<file path="src/rtl/mips_ctrl_pkg.sv">
// Shared encodings for the multicycle MIPS controller and its datapath.
// States, opcodes, ALU codes and mux selects live here.
package mips_ctrl_pkg;

    localparam logic [2:0] RESET_STATE = 3'd0;

    typedef enum logic [2:0] {
        S_IF  = RESET_STATE,
        S_ID  = 3'd1,
        S_EX  = 3'd2,
        S_MEM = 3'd3,
        S_WB  = 3'd4
    } state_t;

    typedef enum logic [3:0] {
        C_ILL   = 4'd0,
        C_RTYPE = 4'd1,
        C_JR    = 4'd2,
        C_LW    = 4'd3,
        C_SW    = 4'd4,
        C_BR    = 4'd5,
        C_J     = 4'd6,
        C_JAL   = 4'd7,
        C_IMM   = 4'd8
    } iclass_t;

    localparam logic [5:0] OP_RTYPE = 6'h00;
    localparam logic [5:0] OP_J     = 6'h02;
    localparam logic [5:0] OP_JAL   = 6'h03;
    localparam logic [5:0] OP_BEQ   = 6'h04;
    localparam logic [5:0] OP_BNE   = 6'h05;
    localparam logic [5:0] OP_ADDI  = 6'h08;
    localparam logic [5:0] OP_ORI   = 6'h0D;
    localparam logic [5:0] OP_LUI   = 6'h0F;
    localparam logic [5:0] OP_LW    = 6'h23;
    localparam logic [5:0] OP_SW    = 6'h2B;

    localparam logic [5:0] FN_SLL = 6'h00;
    localparam logic [5:0] FN_SRL = 6'h02;
    localparam logic [5:0] FN_JR  = 6'h08;
    localparam logic [5:0] FN_ADD = 6'h20;
    localparam logic [5:0] FN_SUB = 6'h22;
    localparam logic [5:0] FN_AND = 6'h24;
    localparam logic [5:0] FN_OR  = 6'h25;
    localparam logic [5:0] FN_SLT = 6'h2A;

    localparam logic [4:0] ALU_ADD = 5'd0;
    localparam logic [4:0] ALU_SUB = 5'd1;
    localparam logic [4:0] ALU_AND = 5'd2;
    localparam logic [4:0] ALU_OR  = 5'd3;
    localparam logic [4:0] ALU_SLT = 5'd4;
    localparam logic [4:0] ALU_SLL = 5'd5;
    localparam logic [4:0] ALU_SRL = 5'd6;
    localparam logic [4:0] ALU_LUI = 5'd7;

    localparam logic [1:0] REGDST_RT  = 2'd0;
    localparam logic [1:0] REGDST_RD  = 2'd1;
    localparam logic [1:0] REGDST_R31 = 2'd2;

    localparam logic [1:0] SRCA_RS = 2'd0;
    localparam logic [1:0] SRCA_RT = 2'd1;
    localparam logic [1:0] SRCA_PC = 2'd2;

    localparam logic [1:0] SRCB_REG   = 2'd0;
    localparam logic [1:0] SRCB_SHAMT = 2'd1;
    localparam logic [1:0] SRCB_IMM   = 2'd2;

    localparam logic [1:0] M2R_ALU = 2'd0;
    localparam logic [1:0] M2R_MEM = 2'd1;
    localparam logic [1:0] M2R_PC4 = 2'd2;

endpackage

</file>
<file path="src/rtl/instr_decode.sv">
// Combinational op/funct decode into an instruction class and the
// datapath selects that go with it.
module instr_decode
    import mips_ctrl_pkg::*;
(
    input  logic [5:0] op,
    input  logic [5:0] funct,
    output iclass_t    cls,
    output logic [4:0] alu,
    output logic [1:0] reg_dst,
    output logic [1:0] src_a,
    output logic [1:0] src_b,
    output logic [1:0] m2r,
    output logic       ext
);

    always_comb begin
        cls     = C_ILL;
        alu     = ALU_ADD;
        reg_dst = REGDST_RT;
        src_a   = SRCA_RS;
        src_b   = SRCB_REG;
        m2r     = M2R_ALU;
        ext     = 1'b1;
        unique case (op)
            OP_RTYPE: begin
                reg_dst = REGDST_RD;
                cls     = C_RTYPE;
                unique case (funct)
                    FN_ADD: alu = ALU_ADD;
                    FN_SUB: alu = ALU_SUB;
                    FN_AND: alu = ALU_AND;
                    FN_OR:  alu = ALU_OR;
                    FN_SLT: alu = ALU_SLT;
                    FN_SLL: begin
                        alu   = ALU_SLL;
                        src_a = SRCA_RT;
                        src_b = SRCB_SHAMT;
                    end
                    FN_SRL: begin
                        alu   = ALU_SRL;
                        src_a = SRCA_RT;
                        src_b = SRCB_SHAMT;
                    end
                    FN_JR:  cls = C_JR;
                    default: cls = C_ILL;
                endcase
            end
            OP_LW: begin
                cls   = C_LW;
                src_b = SRCB_IMM;
                m2r   = M2R_MEM;
            end
            OP_SW: begin
                cls   = C_SW;
                src_b = SRCB_IMM;
            end
            OP_BEQ, OP_BNE: begin
                cls = C_BR;
                alu = ALU_SUB;
            end
            OP_J: cls = C_J;
            OP_JAL: begin
                cls     = C_JAL;
                reg_dst = REGDST_R31;
                src_a   = SRCA_PC;
                m2r     = M2R_PC4;
            end
            OP_ADDI: begin
                cls   = C_IMM;
                src_b = SRCB_IMM;
            end
            OP_ORI: begin
                cls   = C_IMM;
                alu   = ALU_OR;
                src_b = SRCB_IMM;
                ext   = 1'b0;
            end
            OP_LUI: begin
                cls   = C_IMM;
                alu   = ALU_LUI;
                src_b = SRCB_IMM;
                ext   = 1'b0;
            end
            default: cls = C_ILL;
        endcase
    end

endmodule

</file>
<file path="src/rtl/multicycle_ctrl.sv">
// Multicycle IF/ID/EX/MEM/WB sequencer for the MIPS datapath.
// Define MULTICYCLE_PERF_EN to add cycle and retire counters.
module multicycle_ctrl
    import mips_ctrl_pkg::*;
#(
    parameter logic [3:0] IMEM_TIMEOUT = 4'd15
) (
    input  logic        clk,
    input  logic        rst,
    input  logic [5:0]  op,
    input  logic [5:0]  funct,
    input  logic        br_taken,
    output logic        imem_req,
    input  logic        imem_ready,
    output logic        dmem_req,
    input  logic        dmem_ready,
    output logic        pc_wr,
    output logic        ir_wr,
    output logic        Ctrl_regWr,
    output logic        Ctrl_MemWr,
    output logic [4:0]  Ctrl_alu,
    output logic [1:0]  Ctrl_regDst,
    output logic [1:0]  Ctrl_aluSrcA,
    output logic [1:0]  Ctrl_aluSrcB,
    output logic [1:0]  Ctrl_Mem2Reg,
    output logic        Ctrl_ext,
    output logic        illegal,
    output logic        fetch_err,
`ifdef MULTICYCLE_PERF_EN
    output logic [31:0] cyc_cnt,
    output logic [31:0] ret_cnt,
`endif
    output logic [2:0]  state
);

    state_t     cur, nxt;
    iclass_t    cls;
    logic [4:0] d_alu;
    logic [1:0] d_dst, d_sa, d_sb, d_m2r;
    logic       d_ext;
    logic [3:0] wait_cnt;
    logic       br_unused;

    // Branch direction is resolved in the Next_PC mux, not here.
    assign br_unused = br_taken;
    assign state     = cur;

    instr_decode u_dec (
        .op      (op),
        .funct   (funct),
        .cls     (cls),
        .alu     (d_alu),
        .reg_dst (d_dst),
        .src_a   (d_sa),
        .src_b   (d_sb),
        .m2r     (d_m2r),
        .ext     (d_ext)
    );

    always_ff @(posedge clk) begin
        if (!rst) cur <= S_IF;
        else      cur <= nxt;
    end

    always_ff @(posedge clk) begin
        if (!rst) begin
            wait_cnt  <= 4'd0;
            fetch_err <= 1'b0;
        end else if (cur == S_IF) begin
            if (imem_ready) begin
                wait_cnt <= 4'd0;
            end else if (wait_cnt == IMEM_TIMEOUT) begin
                fetch_err <= 1'b1;
                wait_cnt  <= 4'd0;
            end else begin
                wait_cnt <= wait_cnt + 4'd1;
            end
        end
    end

    // Everything is forced low while reset is held so an aborted
    // instruction can never leak a strobe.
    always_comb begin
        nxt          = cur;
        imem_req     = 1'b0;
        dmem_req     = 1'b0;
        pc_wr        = 1'b0;
        ir_wr        = 1'b0;
        Ctrl_regWr   = 1'b0;
        Ctrl_MemWr   = 1'b0;
        illegal      = 1'b0;
        Ctrl_alu     = 5'd0;
        Ctrl_regDst  = 2'd0;
        Ctrl_aluSrcA = 2'd0;
        Ctrl_aluSrcB = 2'd0;
        Ctrl_Mem2Reg = 2'd0;
        Ctrl_ext     = 1'b0;
        if (!rst) begin
            nxt = S_IF;
        end else begin
            Ctrl_alu     = d_alu;
            Ctrl_regDst  = d_dst;
            Ctrl_aluSrcA = d_sa;
            Ctrl_aluSrcB = d_sb;
            Ctrl_Mem2Reg = d_m2r;
            Ctrl_ext     = d_ext;
            unique case (cur)
                S_IF: begin
                    imem_req = 1'b1;
                    if (imem_ready) begin
                        ir_wr = 1'b1;
                        nxt   = S_ID;
                    end
                end
                S_ID: begin
                    unique case (cls)
                        C_J: begin
                            pc_wr = 1'b1;
                            nxt   = S_IF;
                        end
                        C_JAL: begin
                            Ctrl_regWr = 1'b1;
                            pc_wr      = 1'b1;
                            nxt        = S_IF;
                        end
                        C_ILL: begin
                            illegal = 1'b1;
                            pc_wr   = 1'b1;
                            nxt     = S_IF;
                        end
                        default: nxt = S_EX;
                    endcase
                end
                S_EX: begin
                    unique case (cls)
                        C_BR, C_JR: begin
                            pc_wr = 1'b1;
                            nxt   = S_IF;
                        end
                        C_LW, C_SW: nxt = S_MEM;
                        default:    nxt = S_WB;
                    endcase
                end
                S_MEM: begin
                    dmem_req = 1'b1;
                    if (dmem_ready) begin
                        if (cls == C_SW) begin
                            Ctrl_MemWr = 1'b1;
                            pc_wr      = 1'b1;
                            nxt        = S_IF;
                        end else begin
                            nxt = S_WB;
                        end
                    end
                end
                S_WB: begin
                    Ctrl_regWr = 1'b1;
                    pc_wr      = 1'b1;
                    nxt        = S_IF;
                end
                default: nxt = S_IF;
            endcase
        end
    end

`ifdef MULTICYCLE_PERF_EN
    always_ff @(posedge clk) begin
        if (!rst) begin
            cyc_cnt <= 32'd0;
            ret_cnt <= 32'd0;
        end else begin
            cyc_cnt <= cyc_cnt + 32'd1;
            if (pc_wr) ret_cnt <= ret_cnt + 32'd1;
        end
    end
`endif

endmodule

</file>
<file path="config.mk">
export PLATFORM = sky130hd
export DESIGN_NAME = multicycle_ctrl
export DESIGN_NICKNAME = d
export VERILOG_FILES = /design/src/rtl/mips_ctrl_pkg.sv /design/src/rtl/instr_decode.sv /design/src/rtl/multicycle_ctrl.sv
export SDC_FILE = /design/constraint.sdc
export NUM_CORES = 1
export LEC_CHECK = 0
export ABC_AREA = 1
export ABC_CLOCK_PERIOD_IN_PS = 1700
export BUFFER_PORTS_ARGS = -buffer_cell sky130_fd_sc_hd__buf_2
export CAP_MARGIN = 20
export CORE_MARGIN = 2
export CORE_UTILIZATION = 35
export CTS_BUF_LIST = sky130_fd_sc_hd__clkbuf_4
export CTS_CLUSTER_SIZE = 12
export DETAILED_ROUTE_END_ITERATION = 6
export GPL_TIMING_DRIVEN = 0
export PLACE_DENSITY = 0.69
export SLEW_MARGIN = 20
export SYNTH_ARGS = -nofsm -noshare
export SYNTH_HDL_FRONTEND = slang
export SYNTH_HIERARCHICAL = 1
export SYNTH_SLANG_ARGS = --single-unit
export TNS_END_PERCENT = 5
</file>
<file path="constraint.sdc">
create_clock -name clk -period 1.7 [get_ports clk]
set_clock_uncertainty 0.1 [all_clocks]
set_input_delay 0.17 -clock clk [delete_from_list [all_inputs] [get_ports clk]]
set_output_delay 0.17 -clock clk [all_outputs]
set_load 0.02 [all_outputs]
</file>
==> flow_summary.yaml, run 1 <==
outcome:
  outcome: "complete, but fails checks"
  violations: "setup timing"
pwr:
  power_frac_seq_pct: 34.2
  irDropWorstVdd_uv: 166
  switching_power_w: 0.000227
  leakage_nw: 0.946
  p_int_w: 0.000378
  combPwrFrac_pct: 42.2
  p_sw_share_pct: 37.4
  cellPowerDensity_nw_per_um2: 392
  p_clk_share_pct: 23.6
cts:
  cts.sinks: 8
  cts_buffers: 3
  cts_tree: "yes"
  clockRootBuffer: "clkbuf_4"
  clock_path_buffers: 2
  path_clk_slew_ns: 0.05
  cts.htree.levels: 1
  clkLatencyLatePin_ns: 0.25
place:
  io_buffers: 38
  place_congestion: 0.818
  detailed_place_hpwl_um: 1990
  place_area_um2: 1310
worst_setup_path:
  cp.required_ns: 1.43
  crit_fanout: 4
  cp-start-kind: "input pin"
  crit_type: "input pin to output pin"
  cp-end-kind: "output pin"
  crit_arrival_ns: 1.61
timing:
  setup_ws_ns: -0.177
  finalCriticalPeriod_ns: 1.88
  setup_viol: 4
  finalCritPeriodShare_pct: 110
  finalMaxSlewViolations: 0
  tns_ns: -0.436
  hold_viol_final: 0
  max_freq_ghz: 0.533
  rsz0062_at_grt: "yes"
detailed_routing:
  viasPerCell: 4.61
  ant_nets: 0
  drtPass1Iterations: 4
  vias: 1319
  avgRoutedWirePerCell_um: 8.73
  drt-initial-drc-count: 55
  drc: 0
  routed_wl_um: 2500
floorplanning:
  coreArea_um2: 2980
  die_h_um: 59.4
  io_pins: 42
  rows: 20
  die_width_um: 59.4
  dieArea_um2: 3530
  start_util_pct: 36.1
final_layout:
  antennaDiodeCount: 0
  multi_input_area_um2: 816
  seqCellArea_um2: 160
  drive_gt1_share_pct: 39.9
  fin_nets: 273
  final_area_um2: 1540
  layout_commonest_cell: "nand2_1"
  area_growth_pct: 43.5
  fill_cells: 332
  final_cell_mix: "nand2_1, inv_1, buf_2, nor2_1, buf_4"
global_routing:
  globalRoute.totalOverflow: 0
  grt_pass1_vias: 1082
  antenna_found_initial: 0
  grt_max_degree: 11
  grt_pass1_wl_um: 4070
  grt_usage_pct: 14.3
synthesis:
  ys_ff_latch: 8
  synth_area_leaders: "nand2_1, dfxtp_1, inv_1"
  netlist_area_um2: 1080
  postSynthAreaPerCell_um2: 5.33
  synth_top_cell_by_area: "nand2_1"
  yosysWarnings: 6
  synth-seq-area-share_pct: 14.9
  synth_top_area_share_pct: 21.3
  synthCells: 202
  synth_cell_type_count: 27
worst_hold_path:
  hold_path_class: "input pin to register"
flow_run:
  drv_cap: 0
## Yosys cell counts (all sizes together)
cell type,count
nor2,34
nand4,6
nand3b,1
nand2,65
clkinv,1
o21ai,5
o211a,1
dfxtp,8
inv,42
conb,1
ha,1
a21oi,7
buf,5
nor3b,1
nand3,18
o211ai,1
nor3,5
## layer usage
metal / GRT usage (%) / vias to the layer above / part of all wire, %
met3: 1.53 / 2 / 4.0
met5: 0 / - / 0
met1: 17.9 / 570 / 45
li1: - / 717 / -
met4: 2.92 / 0 / 0.60
met2: 25.9 / 30 / 50
## repair_timing
action | CTS | global route
pin swaps | 16 | 11
hold buffers | 0 | 0
setup endpoints to repair | 4 | 5
gates resized for setup | 23 | 21
setup buffers | 8 | 1
## area by class of cell
cell class,count,share of cell area [%]
repair buffers,47,19.8
inverters,43,10.8
well taps,33,2.67
multi-input cells,147,52.8
clock buffers,3,1.46
flip-flops and latches,8,10.4
plain buffers,5,2.11
## final timing paths
kind | start | slack [ns] | to | cells past startpoint
max | op[2] | -0.18 | pc_wr | 13
min reg2reg | fetch_err | 0.37 | fetch_err | 2
min | dmem_ready | 0.14 | state[0] | 4
max reg2reg | wait_cnt[0] | 0.42 | wait_cnt[0] | 5
## metrics by stage
| step | worst slack, ns | power (W) | hold WS (ns) | instances | util, % |
|---|---|---|---|---|---|
| 6_report | -0.177 | 0.000605 | 0.141 | 286 | 51.8 |
| 5_1_grt | -0.315 | 0.000652 | 0.159 | 286 | 51.8 |
| 4_1_cts | -0.210 | 0.000595 | 0.137 | 285 | 49.2 |
| 3_5_place_dp | -0.294 | 0.000422 | 0.357 | 274 | 44.1 |
| 3_3_place_gp | -0.288 | 0.000420 | 0.353 | 274 | 44.1 |
| 2_1_floorplan | 0.0115 | 0.000357 | 0.271 | 203 | - |
## state kept, by name, summed over array words and instances, names as in the netlist
| register | cells |
|---|---|
| state | 3 |
| fetch_err | 1 |
| wait_cnt | 4 |
## logic make-up (layout without fill, tap and decap cells)
logic type,count (synthesis),count (layout),synth area share (%)
AOI/OAI and AO/OA,14,14,7.91
adders and majority gates,1,1,1.16
buffers and inverters,48,98,18.0
DFF,8,8,14.9
other,1,2,0.349
and+or+nand+nor,130,130,57.7
## power by group through the flow
stage          clock [W]  combinational, W  sequential [W]
3_3_place_gp           0          0.000210        0.000211
3_5_place_dp           0          0.000211        0.000211
2_1_floorplan          0          0.000143        0.000214
5_1_grt         0.000161          0.000283        0.000208
4_1_cts         0.000149          0.000239        0.000207
6_report        0.000143          0.000255        0.000207
## critical path: stages
cell and delay (ns):
buf_4 0.13, inv_4 0.07, nand2_4 0.07, nor3_4 0.19
inv_1 0.08, o211ai_1 0.12, inv_1 0.07, nor2_2 0.16
nand3_1 0.11, o21ai_1 0.17, nor2_2 0.05, nor2_2 0.09
buf_6 0.13
No activity file was read; power rests on OpenSTA's default activity.
==> run 2: changes to the inputs <==
CORE_UTILIZATION = 50   (was 35)
PLACE_DENSITY = 0.9   (was 0.69)
SETUP_SLACK_MARGIN = 0.1   (was not set)
==> flow_summary.yaml, run 2 (synthesis results as in run 1) <==
detailed_routing:
  routed_wl_um: 2650
  avgRoutedWirePerCell_um: 9.65
  viasPerCell: 4.80
  drc: 0
  vias: 1320
  ant_nets: 0
  drt-initial-drc-count: 22
  drtPass1Iterations: 4
place:
  post-place-ws_ns: -0.279
  io_buffers: 38
  dp_cells: 268
  place_congestion: 0.839
  detailed_place_hpwl_um: 1990
timing:
  finalCriticalPeriod_ns: 1.93
  hold_viol_final: 0
  finalMaxSlewViolations: 0
  max_freq_ghz: 0.518
  finalCritPeriodShare_pct: 113
  rsz0062_at_grt: "yes"
  setup_ws_ns: -0.229
  setup_viol: 3
global_routing:
  antenna_found_initial: 0
  grt_pass1_wl_um: 4350
  grt_max_degree: 11
  globalRoute.totalOverflow: 0
  grt_usage_pct: 21.1
  grt_pass1_vias: 1095
final_layout:
  antennaDiodeCount: 0
  stdcell_count: 275
  largest_register: "wait_cnt"
  seqCellArea_um2: 161
  fin_nets: 268
  multi_input_area_um2: 781
  fill_cells: 189
  largest_reg_flops: 4
  final_cell_mix: "nand2_1, buf_2, inv_1, nor2_1, nand3_1"
  drive_gt1_share_pct: 37.9
  layout_commonest_cell: "nand2_1"
  area_growth_pct: 32.8
cts:
  clockRootBuffer: "clkbuf_4"
  cts_tree: "yes"
  clock_path_buffers: 2
  cts.htree.levels: 1
  path_clk_slew_ns: 0.05
  clkLatencyLatePin_ns: 0.26
  cts.sinks: 8
  cts_hold_buf: 0
  cts_buffers: 3
worst_hold_path:
  hold_path_depth: 4
  hold_path_class: "input pin to register"
  hp-start: "dmem_ready"
floorplanning:
  dieArea_um2: 2540
  rows: 16
  start_util_pct: 53.8
  die_width_um: 50.4
  io_pins: 42
  die_h_um: 50.4
  coreArea_um2: 2000
pwr:
  leakage_nw: 0.904
  cellPowerDensity_nw_per_um2: 411
  irDropWorstVdd_uv: 306
worst_setup_path:
  cp-start-kind: "input pin"
  r2r_cells: 5
  cp-startpoint: "op[5]"
  crit_arrival_ns: 1.66
  reg2reg_slack_ns: 0.37
  crit_fanout: 5
  cp-end-kind: "output pin"
  worst_r2r_startpoint: "wait_cnt[0]"
  crit_type: "input pin to output pin"
  cp.required_ns: 1.43
outcome:
  violations: "setup timing"
  outcome: "complete, but fails checks"
flow_run:
  drv_cap: 0
## run 2: cell count changes in the layout (fill, tap and decap cells not counted), moves of 3 or more
| cell | change |
|---|---|
| buf_2 | +5 |
| buf_4 | -5 |
| nor2_1 | +3 |
| inv_2 | +3 |
| buf_6 | -5 |
| nor2_4 | -4 |
## run 2: worst paths after layout
| check | to |
|---|---|
| worst min-delay path | state[0] |
| worst max-delay path | pc_wr |
| worst min register to register | fetch_err |
| worst max register to register | wait_cnt[0] |
## run 2: what timing repair did
action	in CTS	in global routing
endpoints found under the setup margin	6	10
gates resized for setup	13	13
pin swaps	5	6
buffers inserted	2	2
endpoints found under the hold margin	0	0
## run 2: cell type report
class / instances / area share (%)
Multi-Input combinational cell: 147 / 54.6
Buffer: 5 / 2.28
Sequential cell: 8 / 11.3
Clock buffer: 3 / 1.58
Inverter: 43 / 11.3
Tap cell: 27 / 2.36
Timing Repair Buffer: 42 / 16.5
## run 2: power by group
group          switching, W  internal, W  total (W)  leakage, nW
sequential        0.0000118     0.000196   0.000208       0.0655
clock             0.0000645    0.0000808   0.000145       0.0138
combinational      0.000150    0.0000834   0.000233        0.825
## run 2: metal layers
metal | part of all wire, % | track usage [%]
met1 | 45 | 26.8
met2 | 49 | 38.2
met3 | 5.9 | 3.57
met4 | 0 | 2.70
met5 | 0 | 0
## run 2: metrics by stage
step	power [W]	hold slack [ns]	util (%)	instance area, um2	TNS [ns]
final	0.000587	0.140	71.4	1430	-0.425
after floorplan	0.000358	0.271	-	1090	0
after detailed placement	0.000422	0.350	65.5	1310	-0.522
after CTS	0.000577	0.121	68.7	1380	-0.354
after global routing	0.000631	0.130	71.4	1430	-1.09
after global placement	0.000418	0.347	65.5	1310	-0.437
## run 2: worst max-delay path, stage by stage
cell     delay, ns
buf_2         0.12
nor2_4        0.15
buf_4         0.13
nand4_1       0.22
nand2_2       0.20
nor2_1        0.09
nand2_1       0.11
o21ai_2       0.07
nand2_1       0.05
nand2_1       0.05
nor2_1        0.11
nor2_2        0.05
buf_6         0.13
